`src/rtl/msg_router.sv`:
```
// Serial message router: start bit, address, length, then payload bits
// fanned out to one output line per address (optionally broadcast).
module msg_router #(
  parameter int ADDR_W   = 6,
  parameter int SIZE_W   = 6,
  parameter bit BCAST_EN = 1'b1,
  localparam int N_OUT   = 2**ADDR_W
) (
  input  logic              clk,
  input  logic              rst,
  input  logic              serIn,
  output logic [N_OUT-1:0]  L,
  output logic              dvalid,
  output logic [ADDR_W-1:0] addr_q,
  output logic              busy,
  output logic              done
);

  localparam int MAXW = (ADDR_W > SIZE_W) ? ADDR_W : SIZE_W;
  localparam int CW   = $clog2(MAXW) + 1;

  typedef enum logic [1:0] {IDLE, ADDR, SIZE, DATA} state_t;

  state_t              state_q, state_d;
  logic [CW-1:0]       bcnt_q, bcnt_d;
  logic [ADDR_W-1:0]   ash_q, ash_d, addr_d;
  logic [SIZE_W-1:0]   len_q, len_d;
  logic [N_OUT-1:0]    l_q, l_d;
  logic                dv_q, dv_d;
  logic                done_q, done_d;

  always_ff @(posedge clk) begin
    if (rst) begin
      state_q <= IDLE;
      bcnt_q  <= '0;
      ash_q   <= '0;
      addr_q  <= '0;
      len_q   <= '0;
      l_q     <= '0;
      dv_q    <= 1'b0;
      done_q  <= 1'b0;
    end else begin
      state_q <= state_d;
      bcnt_q  <= bcnt_d;
      ash_q   <= ash_d;
      addr_q  <= addr_d;
      len_q   <= len_d;
      l_q     <= l_d;
      dv_q    <= dv_d;
      done_q  <= done_d;
    end
  end

  always_comb begin
    state_d = state_q;
    bcnt_d  = bcnt_q;
    ash_d   = ash_q;
    addr_d  = addr_q;
    len_d   = len_q;
    l_d     = '0;
    dv_d    = 1'b0;
    done_d  = 1'b0;
    unique case (state_q)
      IDLE: begin
        if (serIn) begin
          state_d = ADDR;
          bcnt_d  = '0;
          ash_d   = '0;
        end
      end
      ADDR: begin
        ash_d  = (ash_q << 1) | ADDR_W'(serIn);
        bcnt_d = bcnt_q + 1'b1;
        if (bcnt_q == CW'(ADDR_W - 1)) begin
          state_d = SIZE;
          addr_d  = ash_d;
          bcnt_d  = '0;
          len_d   = '0;
        end
      end
      SIZE: begin
        len_d  = (len_q << 1) | SIZE_W'(serIn);
        bcnt_d = bcnt_q + 1'b1;
        if (bcnt_q == CW'(SIZE_W - 1)) begin
          bcnt_d = '0;
          if (len_d == '0) begin
            state_d = IDLE;
            done_d  = 1'b1;
          end else begin
            state_d = DATA;
          end
        end
      end
      DATA: begin
        dv_d = 1'b1;
        if (BCAST_EN && (&addr_q)) begin
          l_d = {N_OUT{serIn}};
        end else begin
          l_d[addr_q] = serIn;
        end
        // saturate at zero; the exit test below catches the last bit
        if (len_q != '0) begin
          len_d = len_q - 1'b1;
        end
        if (len_q <= SIZE_W'(1)) begin
          state_d = IDLE;
          done_d  = 1'b1;
        end
      end
      default: state_d = IDLE;
    endcase
  end

  assign L      = l_q;
  assign dvalid = dv_q;
  assign done   = done_q;
  assign busy   = (state_q != IDLE);

endmodule

```
`config.mk`:
```
export PLATFORM = sky130hd
export DESIGN_NAME = msg_router
export DESIGN_NICKNAME = d
export VERILOG_FILES = /design/src/rtl/msg_router.sv
export SDC_FILE = /design/constraint.sdc
export NUM_CORES = 1
export LEC_CHECK = 0
export BUFFER_PORTS_ARGS = -buffer_cell sky130_fd_sc_hd__buf_4
export CORE_UTILIZATION = 48
export CTS_CLUSTER_DIAMETER = 50
export CTS_CLUSTER_SIZE = 14
export DETAILED_ROUTE_END_ITERATION = 10
export PLACE_DENSITY = 0.75
export SETUP_SLACK_MARGIN = 0.15
export SLEW_MARGIN = 20
export SYNTH_ARGS = -nofsm -noshare
export SYNTH_HDL_FRONTEND = slang
export SYNTH_SLANG_ARGS = --single-unit
```
`constraint.sdc`:
```
create_clock -name clk -period 1.6 [get_ports clk]
set_clock_uncertainty 0.1 [all_clocks]
set_input_delay 0 -clock clk [delete_from_list [all_inputs] [get_ports clk]]
set_output_delay 0 -clock clk [all_outputs]
set_load 0.05 [all_outputs]
```
# Yosys cells after proc, flatten, opt, wreduce, memory -nomap -nowiden
# Index checks and enable logic that the tools add are counted.
[word_totals] register_bits=89 inputBits=3
[op_classes] add_sub_neg=2 n_bitwise=4 eq_ne=9 n_reduce_logical=16 order_cmp=3 n_mux=22
[op_table] operator="bitwise AND 64 bit" count=1
[op_table] operator="two-way mux 64 bit" count=1
[op_table] operator="case mux 6 bit (3 select lines)" count=1
[op_table] operator="two-way mux 6 bit" count=2
[op_table] operator="bitwise OR 6 x 1 -> 6 bit" count=2
[op_table] operator="two-way mux 2 bit" count=5
[op_table] operator="!= test 2 bit (second input constant)" count=5
[op_table] operator="case mux 5 bit (2 select lines)" count=1
[op_table] operator="two-way mux 4 bit" count=2
[op_table] operator="case mux 2 bit (4 select lines)" count=1
[op_table] operator="case mux 4 bit (2 select lines)" count=1
[op_table] operator="< comparator 6 x 7 -> 1 bit (second input constant)" count=1
[op_table] operator="demux 1 bit (select 6 bit)" count=1
[op_table] operator=">= comparator 6 x 1 -> 1 bit (second input constant)" count=1
[op_table] operator="less-or-equal comparator 6 x 1 -> 1 bit (second input constant)" count=1
[op_table] operator="logical NOT 6 bit" count=1
[op_table] operator="AND reduction 2 bit" count=3
[op_table] operator="AND reduction 6 bit" count=1
[op_table] operator="nonzero test 2 bit" count=3
[op_table] operator="nonzero test 6 bit" count=1
[op_table] operator="subtractor 6 x 1 -> 6 bit (second input constant)" count=1
[op_table] operator="two-way mux 1 bit" count=5
[op_table] operator="two-way mux 5 bit" count=1
[op_table] operator="adder 4 x 1 -> 4 bit (second input constant)" count=1
[op_table] operator="11 further kinds" count=13

# Logic depth before layout (Yosys ltp)
[logic_depth] ltp_word=6 mapped_depth=7 ltp_nobuf=6

# Worst setup path before layout
# OpenSTA, ideal clock, no wires.
[synth_timing] path_kind="register -> register" from="reg addr_q[2]" to="reg l_q[10] (netlist: L[10])" setup_time_ns=0.070 path_slack_ns=-0.303 arrival_time_ns=1.733 path_stages_with_launch=7 required_ns=1.430 path_cell_list="dfxtp_1 buf_2 nand3_1 or2_2 clkbuf_1 buf_2 a21oi_1"
[synth_between] elab_chain_cells=6
[synth_rtl] item="from (decl)" line_no="14" source="output logic [ADDR_W-1:0] addr_q,"
[synth_rtl] item="from (signal assigned)" line_no="46" source="addr_q <= addr_d;"
[synth_rtl] item="< comparator 6 x 7 -> 1 bit (implied by the code) or >= comparator 6 x 1 -> 1 bit (tied branches)" line_no="99" source="l_d[addr_q] = serIn;"
[synth_rtl] item="logical AND 1 bit (implied by the code)" line_no="99"
[synth_rtl] item="two-way mux 1 bit (implied by the code)" line_no="99"
[synth_rtl] item="demux 1 bit (select 6 bit)" line_no="99"
[synth_rtl] item="bitwise AND 64 bit (no line)"
[synth_rtl] item="two-way mux 64 bit *" line_no="96" source="if (BCAST_EN && (&addr_q)) begin"
[synth_rtl] item="to (signal assigned)" line_no="48" source="l_q <= l_d;"
[synth_rtl] item="to (decl)" line_no="28" source="logic [N_OUT-1:0] l_q, l_d;"
# Every way passes the cells marked *; elsewhere a longest branch is shown, timed or not.
# A chain may end at the register's enable or synchronous reset.

# Worst setup path after layout
[layout_timing] from="reg state_q[0]" to="reg len_q[1]"
[layout_between] elab_chain_cells=3
[layout_rtl] item="from (decl)" line_no="24" source="state_t state_q, state_d;"
[layout_rtl] item="from (signal assigned)" line_no="43" source="state_q <= state_d;"
[layout_rtl] item="== test 2 bit or == test 2 x 1 -> 1 bit (tied branches)" line_no="63" source="unique case (state_q)"
[layout_rtl] item="!= test 2 bit (no line) or nonzero test 3 bit (tied branches)"
[layout_rtl] item="AND reduction 3 bit (no line)"
[layout_rtl] item="to (signal assigned)" line_no="47" source="len_q <= len_d;"
[layout_rtl] item="to (decl)" line_no="27" source="logic [SIZE_W-1:0] len_q, len_d;"
# Several ways; a longest one is shown, not always the timed one.

==> impl_results.md <==
* Status: complete, but fails checks
* Violated checks: setup timing
* Longest Clk Path Bufs at 2
* Die Span X at 86.45 um
* Final wirelength at 10,030 um
* Synth warn at 0
* Rows at 30
* Initial Util at 0.5011
* CORE AREA at 6832 um2
* Worst-path clk slew at 90 ps
* Critical path class: reg -> reg
* Final setup viols at 6
* CP bufs+invs at 2
* Max Cap Viol at 0
* Crit-path leading delay family: compound AO/OA/AOI/OAI gates
* GR Overflow Total at 0
* Initial DRC count at 194
* Layout area overhead at 53.18%
* Tcrit/Tclk final at 1.064
* Yosys cell types at 45
* Seq/Total Area, Yosys at 0.5205
* FF+latch count, synth at 89
* Max Clk Rate at 587.4 MHz
* Top_reg_cell synth: dfxtp_1
* Clock Sinks at 89
* Synth Instances at 392
* Drc violations at 0
* Root Buffer: clkbuf_8
* Max stage delay cell, worst path: a221o_2
* WL per Instance at 16.50 um
* Filler cells at 470
* Peak VDD IR at 0.0009029 V
* Dpl hpwl at 5820 um
* DRT Pass-1 Iters at 4
* Htree depth at 3
* Number of global-route vias before repair at 2,941
* RSZ-0062 raised after global routing: yes
* Via count at 3,276
* Post-route ant nets at 0
* Syn_nets at 404
* Syn Std Cell Area at 3423 um2
* Die height at 86.45 um
* EDFF count, synth at 0
* Clk Latency, worst-skew pair at 360 ps
* Antenna violations before repair at 0
* Via density at 5.388
* Min Tclk post-route at 1702 ps
* Final Max Slew Viols at 0
* Core Util, Final at 0.7676
* Hold WS at 379.1 ps
* Hold violation count in the final report at 0
* First-pass GRT wire length at 13,900 um
* Largest net degree at the start of global routing at 34
* Port bufs at 75
* Mean cell area of the mapped netlist at 8.733 um2
* GRT Total Usage at 0.2390
* P_leak at 2.075 nW
* Crit path cell chain: buf_6 > inv_8 > ha_1 > a221o_2 > a221oi_2 > a211oi_1
* Final Worst Setup Slack at -102.5 ps
* Crit-path max FO at 8
* Antenna cell count at 0
* Io pins at 76
* TritonCTS buffer count at 9
* Worst-Margin Slew at 564.0 ps
* Crit path largest cell delay at 430 ps
* Worst path required time at 1750 ps
* Synth async-reset ratio at 0
* CP endpoint kind: register
* Cell area power density at 1223 nW/um2
* Final nets at 519
* Layout cells sized above 1 at 0.5000
* RePlAce Congestion at 0.8678
* WP data arrival at 1850 ps
* Hold Path Class: reg -> reg
* CTS tree: built
* Relative slew margins at 0.6224
* Die Area at 7474 um2
* CP Launch Type: register
## registers in the layout, summed over array words and instances (netlist names)
| register | cells |
|---|---|
| L | 64 |
| addr_q | 6 |
| ash_q | 5 |
| bcnt_q | 4 |
| done | 1 |
| dvalid | 1 |
| len_q | 6 |
| state_q | 2 |
## cell type report
cell class              count  area (um2)  area share
multi-input cells         263        1923      0.3667
flip-flops and latches     89        1817      0.3465
repair buffers            132        1121      0.2138
clock buffers              10       148.9     0.02839
well taps                  96       120.1     0.02291
inverters                  12       58.81     0.01121
clock inverters             6       55.05     0.01050
## cell families (layout without fill, tap and decap cells)
| kind of cell | after synthesis | count (layout) | share of synthesized area |
|---|---|---|---|
| fa+ha+maj | 9 | 9 | 0.03290 |
| compound gates | 96 | 96 | 0.1711 |
| mux | 4 | 4 | 0.01206 |
| buf+inv | 41 | 160 | 0.05117 |
| flops | 89 | 89 | 0.5205 |
| simple gates | 150 | 151 | 0.2047 |
| xor+xnor | 3 | 3 | 0.007677 |
## worst min-delay path, cell delays in order, from the launching register on
cell     delay, ps
dfxtp_1        330
nand3_1         70
a21oi_1         50
## per-layer routing
metal / GRT usage / wire (um)
met1: 0.2842 / 3909
met2: 0.4235 / 5491
met3: 0.05048 / 449
met4: 0.08939 / 177
met5: 0 / 0
## cells in the mapped netlist, drive strengths merged, types with 4 or more instances
library cell,instances,share of area
and3,8,0.015
nor2,29,0.032
nor3b,4,0.0088
a22oi,5,0.011
dfxtp,89,0.52
a221oi,4,0.010
nand3,10,0.015
nor3,9,0.013
clkbuf,15,0.016
nand2,66,0.072
inv,12,0.013
buf,14,0.022
nand2b,6,0.011
ha,9,0.033
o21ai,6,0.0088
a21oi,65,0.096
## worst paths after layout
| path | to | startpoint | depth (start not counted) | slack [ps] |
|---|---|---|---|---|
| setup / recovery | len_q[1] | state_q[0] | 6 | -100 |
| setup reg to reg | len_q[1] | state_q[0] | 6 | -100 |
| hold / removal | addr_q[5] | ash_q[4] | 2 | 380 |
| hold reg to reg | addr_q[5] | ash_q[4] | 2 | 380 |
## cell usage in the layout (no fill, tap or decap), drive strengths merged, types with 3 or more instances in the layout
| cell type | instances |
|---|---|
| a22oi | 5 |
| or3 | 3 |
| and3 | 8 |
| a21oi | 65 |
| nand3 | 10 |
| o21ai | 6 |
| nor2 | 29 |
| inv | 14 |
| clkinvlp | 3 |
| mux2i | 3 |
| dfxtp | 89 |
| nor3b | 4 |
| nand2 | 66 |
| nand2b | 6 |
| nor2b | 3 |
| xnor2 | 3 |
| buf | 127 |
| or2 | 4 |
| clkbuf | 13 |
| nor3 | 9 |
| a221oi | 4 |
| ha | 9 |
## report_power, final
group	internal, mW	switching [mW]
clock network	0.689	0.883
logic	1.22	1.20
registers	2.31	0.109
## through the flow
step                TNS, ps  total power, mW  instances  instance area, um2  setup slack [ps]
finish               -391.1            6.413        608                5244            -102.5
global route          -1169            6.685        608                5244            -148.2
CTS                  -322.1            6.108        597                4836            -73.82
detailed placement   -612.8            4.098        571                4373            -114.5
global placement     -218.3            4.027        571                4373            -53.77
floorplan                 0            3.565        392                3606             1.451
## repair_timing
action	CTS	global route
endpoints found under the setup margin	63	84
gates resized for setup	41	70
pin swaps	14	25
hold endpoints to repair	23	0
hold buffers	2	0
setup buffers	8	6
cloned	0	5
Note: power is estimated with default switching activity, not from simulation.
